[config.mk]
export PLATFORM = sky130hd
export DESIGN_NAME = mem_stage
export DESIGN_NICKNAME = d
export VERILOG_FILES = /design/src/rtl/mem_stage.sv
export SDC_FILE = /design/constraint.sdc
export NUM_CORES = 1
export LEC_CHECK = 0
export BUFFER_PORTS_ARGS = -buffer_cell sky130_fd_sc_hd__buf_4
export CAP_MARGIN = 20
export CORE_MARGIN = 5
export CORE_UTILIZATION = 30
export DETAILED_ROUTE_END_ITERATION = 8
export GPL_ROUTABILITY_DRIVEN = 1
export PLACE_DENSITY = 0.64
export SLEW_MARGIN = 30
export SYNTH_ARGS = -nofsm -noshare
export SYNTH_HDL_FRONTEND = slang
export SYNTH_SLANG_ARGS = --single-unit
[constraint.sdc]
create_clock -name clk -period 4.7 [get_ports clk]
set_input_delay 0.47 -clock clk [delete_from_list [all_inputs] [get_ports clk]]
set_output_delay 0.47 -clock clk [all_outputs]
set_load 0.03 [all_outputs]
[src/rtl/mem_stage.sv]
// mem_stage: pipeline memory stage. It passes ALU results through to
// write-back with one cycle of latency, and drives an SRAM-like data bus
// for loads and stores, with at most one transaction outstanding.
// Optional feature: define ADDR_EXC_EN to trap misaligned halfword and word
// accesses as address-error exceptions. With the macro undefined, addresses
// go out unchanged and the exception outputs are tied low.
module mem_stage (
  input  logic        clk,
  input  logic        rst,
  input  logic        ex_valid,
  output logic        ex_ready,
  input  logic [4:0]  ex_wd,
  input  logic        ex_reg,
  input  logic [63:0] ex_wdata,
  input  logic [3:0]  ex_memop,
  input  logic [31:0] ex_addr,
  input  logic [31:0] ex_sdata,
  input  logic        flush_i,
  output logic        data_req,
  output logic        data_wr,
  output logic [1:0]  data_size,
  output logic [31:0] data_addr,
  output logic [31:0] data_wdata,
  input  logic        data_addr_ok,
  input  logic        data_data_ok,
  input  logic [31:0] data_rdata,
  output logic [4:0]  mem_wd,
  output logic        mem_reg,
  output logic [63:0] mem_wdata,
  output logic        exc_ade,
  output logic [31:0] exc_badvaddr
);

  localparam logic [3:0] OP_LB  = 4'd1;
  localparam logic [3:0] OP_LBU = 4'd2;
  localparam logic [3:0] OP_LH  = 4'd3;
  localparam logic [3:0] OP_LHU = 4'd4;
  localparam logic [3:0] OP_LW  = 4'd5;
  localparam logic [3:0] OP_SB  = 4'd6;
  localparam logic [3:0] OP_SH  = 4'd7;
  localparam logic [3:0] OP_SW  = 4'd8;

  typedef enum logic [1:0] {IDLE, REQ, WAIT, DROP} state_t;

  state_t      state;
  state_t      state_next;
  logic        ex_is_mem;
  logic        ex_is_store;
  logic [1:0]  ex_size;
  logic [31:0] ex_store_data;
  logic        ex_misaligned;
  logic        accept;
  logic        launch;
  logic        complete;
  logic [3:0]  op_memop;
  logic [4:0]  op_wd;
  logic        op_reg;
  logic [7:0]  load_byte;
  logic [15:0] load_half;
  logic [63:0] load_result;

  assign ex_ready = (state == IDLE);
  assign data_req = (state == REQ);
  assign accept   = ex_valid && ex_ready;

  // A bus transaction starts only for a clean, unflushed, aligned memory op.
  assign launch = accept && ex_is_mem && !flush_i && !ex_misaligned;

  // Decode the incoming memop into access size, direction and store lanes.
  always_comb begin
    ex_is_mem     = 1'b0;
    ex_is_store   = 1'b0;
    ex_size       = 2'd0;
    ex_store_data = 32'd0;
    case (ex_memop)
      OP_LB, OP_LBU: begin
        ex_is_mem = 1'b1;
        ex_size   = 2'd0;
      end
      OP_LH, OP_LHU: begin
        ex_is_mem = 1'b1;
        ex_size   = 2'd1;
      end
      OP_LW: begin
        ex_is_mem = 1'b1;
        ex_size   = 2'd2;
      end
      OP_SB: begin
        ex_is_mem     = 1'b1;
        ex_is_store   = 1'b1;
        ex_size       = 2'd0;
        ex_store_data = {4{ex_sdata[7:0]}};
      end
      OP_SH: begin
        ex_is_mem     = 1'b1;
        ex_is_store   = 1'b1;
        ex_size       = 2'd1;
        ex_store_data = {2{ex_sdata[15:0]}};
      end
      OP_SW: begin
        ex_is_mem     = 1'b1;
        ex_is_store   = 1'b1;
        ex_size       = 2'd2;
        ex_store_data = ex_sdata;
      end
      default: ;
    endcase
  end

`ifdef ADDR_EXC_EN
  assign ex_misaligned = ex_is_mem &&
                         (((ex_size == 2'd1) && ex_addr[0]) ||
                          ((ex_size == 2'd2) && (ex_addr[1:0] != 2'b00)));
`else
  assign ex_misaligned = 1'b0;
`endif

  // Next-state logic; a completion is only reported when nothing flushed it.
  always_comb begin
    state_next = state;
    complete   = 1'b0;
    case (state)
      IDLE: begin
        if (launch) state_next = REQ;
      end
      REQ: begin
        if (flush_i) begin
          if (data_addr_ok && data_data_ok) state_next = IDLE;
          else if (data_addr_ok)            state_next = DROP;
          else                              state_next = IDLE;
        end else if (data_addr_ok && data_data_ok) begin
          state_next = IDLE;
          complete   = 1'b1;
        end else if (data_addr_ok) begin
          state_next = WAIT;
        end
      end
      WAIT: begin
        if (data_data_ok) begin
          state_next = IDLE;
          complete   = !flush_i;
        end else if (flush_i) begin
          state_next = DROP;
        end
      end
      DROP: begin
        if (data_data_ok) state_next = IDLE;
      end
      default: state_next = IDLE;
    endcase
  end

  // State register; reset abandons any transaction in flight.
  always_ff @(posedge clk or negedge rst) begin
    if (!rst) state <= IDLE;
    else      state <= state_next;
  end

  // Capture the bus request and write-back tag when a transaction launches,
  // so the request stays stable for the whole handshake.
  always_ff @(posedge clk or negedge rst) begin
    if (!rst) begin
      data_wr    <= 1'b0;
      data_size  <= 2'd0;
      data_addr  <= 32'd0;
      data_wdata <= 32'd0;
      op_memop   <= 4'd0;
      op_wd      <= 5'd0;
      op_reg     <= 1'b0;
    end else if (launch) begin
      data_wr    <= ex_is_store;
      data_size  <= ex_size;
      data_addr  <= ex_addr;
      data_wdata <= ex_store_data;
      op_memop   <= ex_memop;
      op_wd      <= ex_wd;
      op_reg     <= ex_reg;
    end
  end

  // Pick the addressed byte/halfword out of the returned word and extend it.
  always_comb begin
    load_byte   = 8'd0;
    load_result = 64'd0;
    case (data_addr[1:0])
      2'd0: load_byte = data_rdata[7:0];
      2'd1: load_byte = data_rdata[15:8];
      2'd2: load_byte = data_rdata[23:16];
      2'd3: load_byte = data_rdata[31:24];
      default: load_byte = 8'd0;
    endcase
    load_half = data_addr[1] ? data_rdata[31:16] : data_rdata[15:0];
    case (op_memop)
      OP_LB:  load_result = {32'd0, {24{load_byte[7]}}, load_byte};
      OP_LBU: load_result = {32'd0, 24'd0, load_byte};
      OP_LH:  load_result = {32'd0, {16{load_half[15]}}, load_half};
      OP_LHU: load_result = {32'd0, 16'd0, load_half};
      OP_LW:  load_result = {32'd0, data_rdata};
      default: load_result = 64'd0;
    endcase
  end

  // Write-back register: pass-through results, bus completions, else bubble.
  always_ff @(posedge clk or negedge rst) begin
    if (!rst) begin
      mem_wd    <= 5'd0;
      mem_reg   <= 1'b0;
      mem_wdata <= 64'd0;
    end else if (accept && !ex_is_mem && !flush_i) begin
      mem_wd    <= ex_wd;
      mem_reg   <= ex_reg;
      mem_wdata <= ex_wdata;
    end else if (complete) begin
      mem_wd    <= op_wd;
      mem_reg   <= data_wr ? 1'b0 : op_reg;
      mem_wdata <= data_wr ? 64'd0 : load_result;
    end else begin
      mem_wd    <= 5'd0;
      mem_reg   <= 1'b0;
      mem_wdata <= 64'd0;
    end
  end

`ifdef ADDR_EXC_EN
  // Raise a one-cycle address-error pulse and remember the faulting address.
  always_ff @(posedge clk or negedge rst) begin
    if (!rst) begin
      exc_ade      <= 1'b0;
      exc_badvaddr <= 32'd0;
    end else begin
      exc_ade <= accept && ex_misaligned && !flush_i;
      if (accept && ex_misaligned && !flush_i) exc_badvaddr <= ex_addr;
    end
  end
`else
  assign exc_ade      = 1'b0;
  assign exc_badvaddr = 32'd0;
`endif

endmodule

==> summary.md <==
| Metric | Value |
|---|---|
| Worst IR Drop VDD | `0.293 mV` |
| R2R Setup Slk | `1.98 ns` |
| Design Area, Final | `10000 µm²` |
| Register area share after synthesis | `0.536` |
| Root Driver | `clkbuf_16` |
| Reg-to-Reg Start | `state[1]` |
| First-pass GRT wire length | `36000 µm` |
| Via-per-instance ratio | `4.88` |
| WL per Instance | `18.8 µm` |
| Most common cell after layout, fill and taps aside | `buf_4` |
| Data arrival time of the critical path | `3.01 ns` |
| Vias in the first global route | `6231` |
| Reg2Reg Depth | `6` |
| Post-route ant nets | `0` |
| Overall routed net length | `23900 µm` |
| Setup crit start | `state[1]` |
| Util after Layout | `0.440` |
| Pwr/cell area | `540 nW/µm²` |
| Die ar. | `26300 µm²` |
| Clock latency on the worst-skew pair | `0.41 ns` |
| Top flop regs | `mem_wdata (64), data_addr (32), data_wdata (32)` |
| Max reg flops | `64` |
| Setup_tns | `0 ns` |
| Most used DFF post-synth | `dfrtp_1` |
| Setup Fix Bufs, Post-CTS | `0` |
| Worst Path Required | `4.98 ns` |
| Crit path time final | `2.72 ns` |
| H-tree level count | `4` |
| Most frequent cells in the layout | `320 x buf_4, 166 x nand2_1, 149 x dfrtp_1` |
| Detailed Place HPWL | `17600 µm` |
| Power Total | `5400 µW` |
| # diodes | `0` |
| # resized after CTS | `0` |
| Area after DPL | `9400 µm²` |
| Die X | `162 µm` |
| Critical Path Source Type | `register` |
| Area share of the largest cell type after synthesis | `0.536` |
| Crit-path slowest cell | `nand3_4` |
| Fin. Hold Viols | `0` |
| Crit end category | `register` |
| Syn Inst Count | `685` |
| Buf+Inv Stages, Crit Path | `1` |
| Final Wtd Congestion | `0.817` |
| Final Cycle Share | `0.579` |
| Outcome | `finished, final reports clean` |
| Sinks on Clock Net | `149` |
| Post-synth EDFFs | `0` |
| Area leader, netlist | `dfrtp_1` |
| Synth warn | `0` |
| I/O pin cnt | `348` |
| DIE HEIGHT | `162 µm` |
| Synth-to-Final Area Change | `43.8%` |
| Max FO, Critical Path | `74` |
| Async SR Flop Fraction | `1.00` |
| Port Buffer Count | `314` |
| Row count | `55` |
| Critical path's top delay family | `simple AND/OR/NAND/NOR gates` |
| CTS max path bufs | `2` |
| Hold Slack | `0.0904 ns` |
| GRT Overall Usage | `0.175` |
| Hold WC Path Type | `input pin to async pin` |
| Relative slew slack | `0.403` |
| Largest net degree at the start of global routing | `107` |
| RSZ-0062 raised after global routing | `false` |
| Biggest register | `mem_wdata` |
| Cts hold-fix bufs | `0` |
| Syn Area/Cell | `10.2 µm²` |
| Leading post-synthesis cells by cell area | `dfrtp_1 54%, nand2_1 9.0%, buf_4 4.1%` |
| Skew final | `0.0135 ns` |
| Pleak | `0.00511 µW` |
| Final setup violation count | `0` |
| Drt pass-1 iters | `5` |
| Total core area | `22700 µm²` |
| FF+latch count, synth | `149` |
| Reg clk slew, reported paths | `0.07 ns` |
| Ratio of cells with drive above 1 in the final layout | `0.385` |
| CP Depth | `6` |
| Mapped Area | `6950 µm²` |
| Worst R2R End | `state[1]` |
| Max incr delay on CP | `0.70 ns` |
| DR vias | `6228` |
| Final slew viol count | `0` |
| DRC Markers | `0` |
| Initial antenna violation count | `0` |
| Initial DRC Count | `324` |
| Netlist cell types | `53` |
| CTS tree | `yes` |
| Fin nets | `1158` |
| Critical path class | `register to register` |
| Crit path to | `state[1]` |
| Critical path cell sequence | `inv_1, ha_1, and3b_1, nand3_4, a211oi_1, o22ai_1` |
| Fmax | `0.367 GHz` |
| Remaining global-route overflow | `0` |
| Cts bufs inserted | `17` |
| Max cap viols | `0` |
| Worst Tran Pin Value | `0.895 ns` |
| Starting Density | `0.306` |
-- worst register-to-register path, stage by stage, from the launching register on --
cell and delay [ns]:
dfrtp_1 0.40, inv_1 0.11, ha_1 0.28, and3b_1 0.36, nand3_4 0.70, a211oi_1 0.60
o22ai_1 0.14
-- Yosys cell counts, drive strengths merged, types with 2 or more instances --
library cell  number
nand2            166
dfrtp            149
buf               67
o21ai             47
and2              33
a221oi            24
a22oi             24
nor2              23
nor2b             17
and3              15
a22o              13
clkbuf            12
a21oi              8
mux2               8
mux4               8
a221o              7
inv                7
nand2b             5
nor4               5
a211oi             4
ha                 4
nand3              4
and3b              3
nor3               3
nor3b              3
nor4b              3
or4                3
a21o               2
nand3b             2
o21a               2
o22ai              2
-- cell type report --
type	instances	area, µm²
multi-input combinational	482	2880
timing repair buffer	321	2420
clock buffer	17	425
fill	2220	12700
clock inverter	15	161
inverter	7	26.3
tap	285	357
sequential	149	3730
-- power by group --
part | total (µW) | internal [µW] | switching (µW) | leakage, µW
sequential | 1850 | 1590 | 256 | 0.00197
clock | 1390 | 758 | 632 | 0.000290
combinational | 2160 | 832 | 1330 | 0.00285
-- per-stage QoR --
step | instances | setup WS, ns
finish | 1276 | 1.98
global route | 1276 | 1.75
CTS | 1276 | 1.97
detailed placement | 1244 | 1.92
global placement | 1244 | 1.97
floorplan | 717 | 2.62
-- routing by layer --
metal / vias up / global-route usage / routed length, µm / share of wire
li1: 2886 / - / - / -
met1: 2994 / 0.218 / 9900 / 0.41
met2: 325 / 0.290 / 11400 / 0.48
met3: 23 / 0.0563 / 2120 / 0.088
met4: 0 / 0.0527 / 495 / 0.021
met5: - / 0 / 0 / 0
-- logic make-up after synthesis --
logic type      count (synthesis)  synth area share
simple gates                  288             0.198
flops                         149             0.536
compound gates                138             0.143
buf+inv                        86            0.0718
mux                            17            0.0403
fa+ha+maj                       4           0.00720
xor+xnor                        2           0.00252
other cells                     1          0.000539
-- worst min-delay path by stage --
stage	end	slack, ns	depth (start not counted)
6_report	data_wdata[0]	0.09	1
5_1_grt	data_wdata[0]	0.16	1
4_1_cts	data_wdata[2]	0.16	1
3_5_place_dp	op_wd[1]	0.46	2
3_3_place_gp	op_wd[4]	0.46	2
2_1_floorplan	data_addr[0]	0.17	0
No activity file was read; power rests on OpenSTA's default activity.
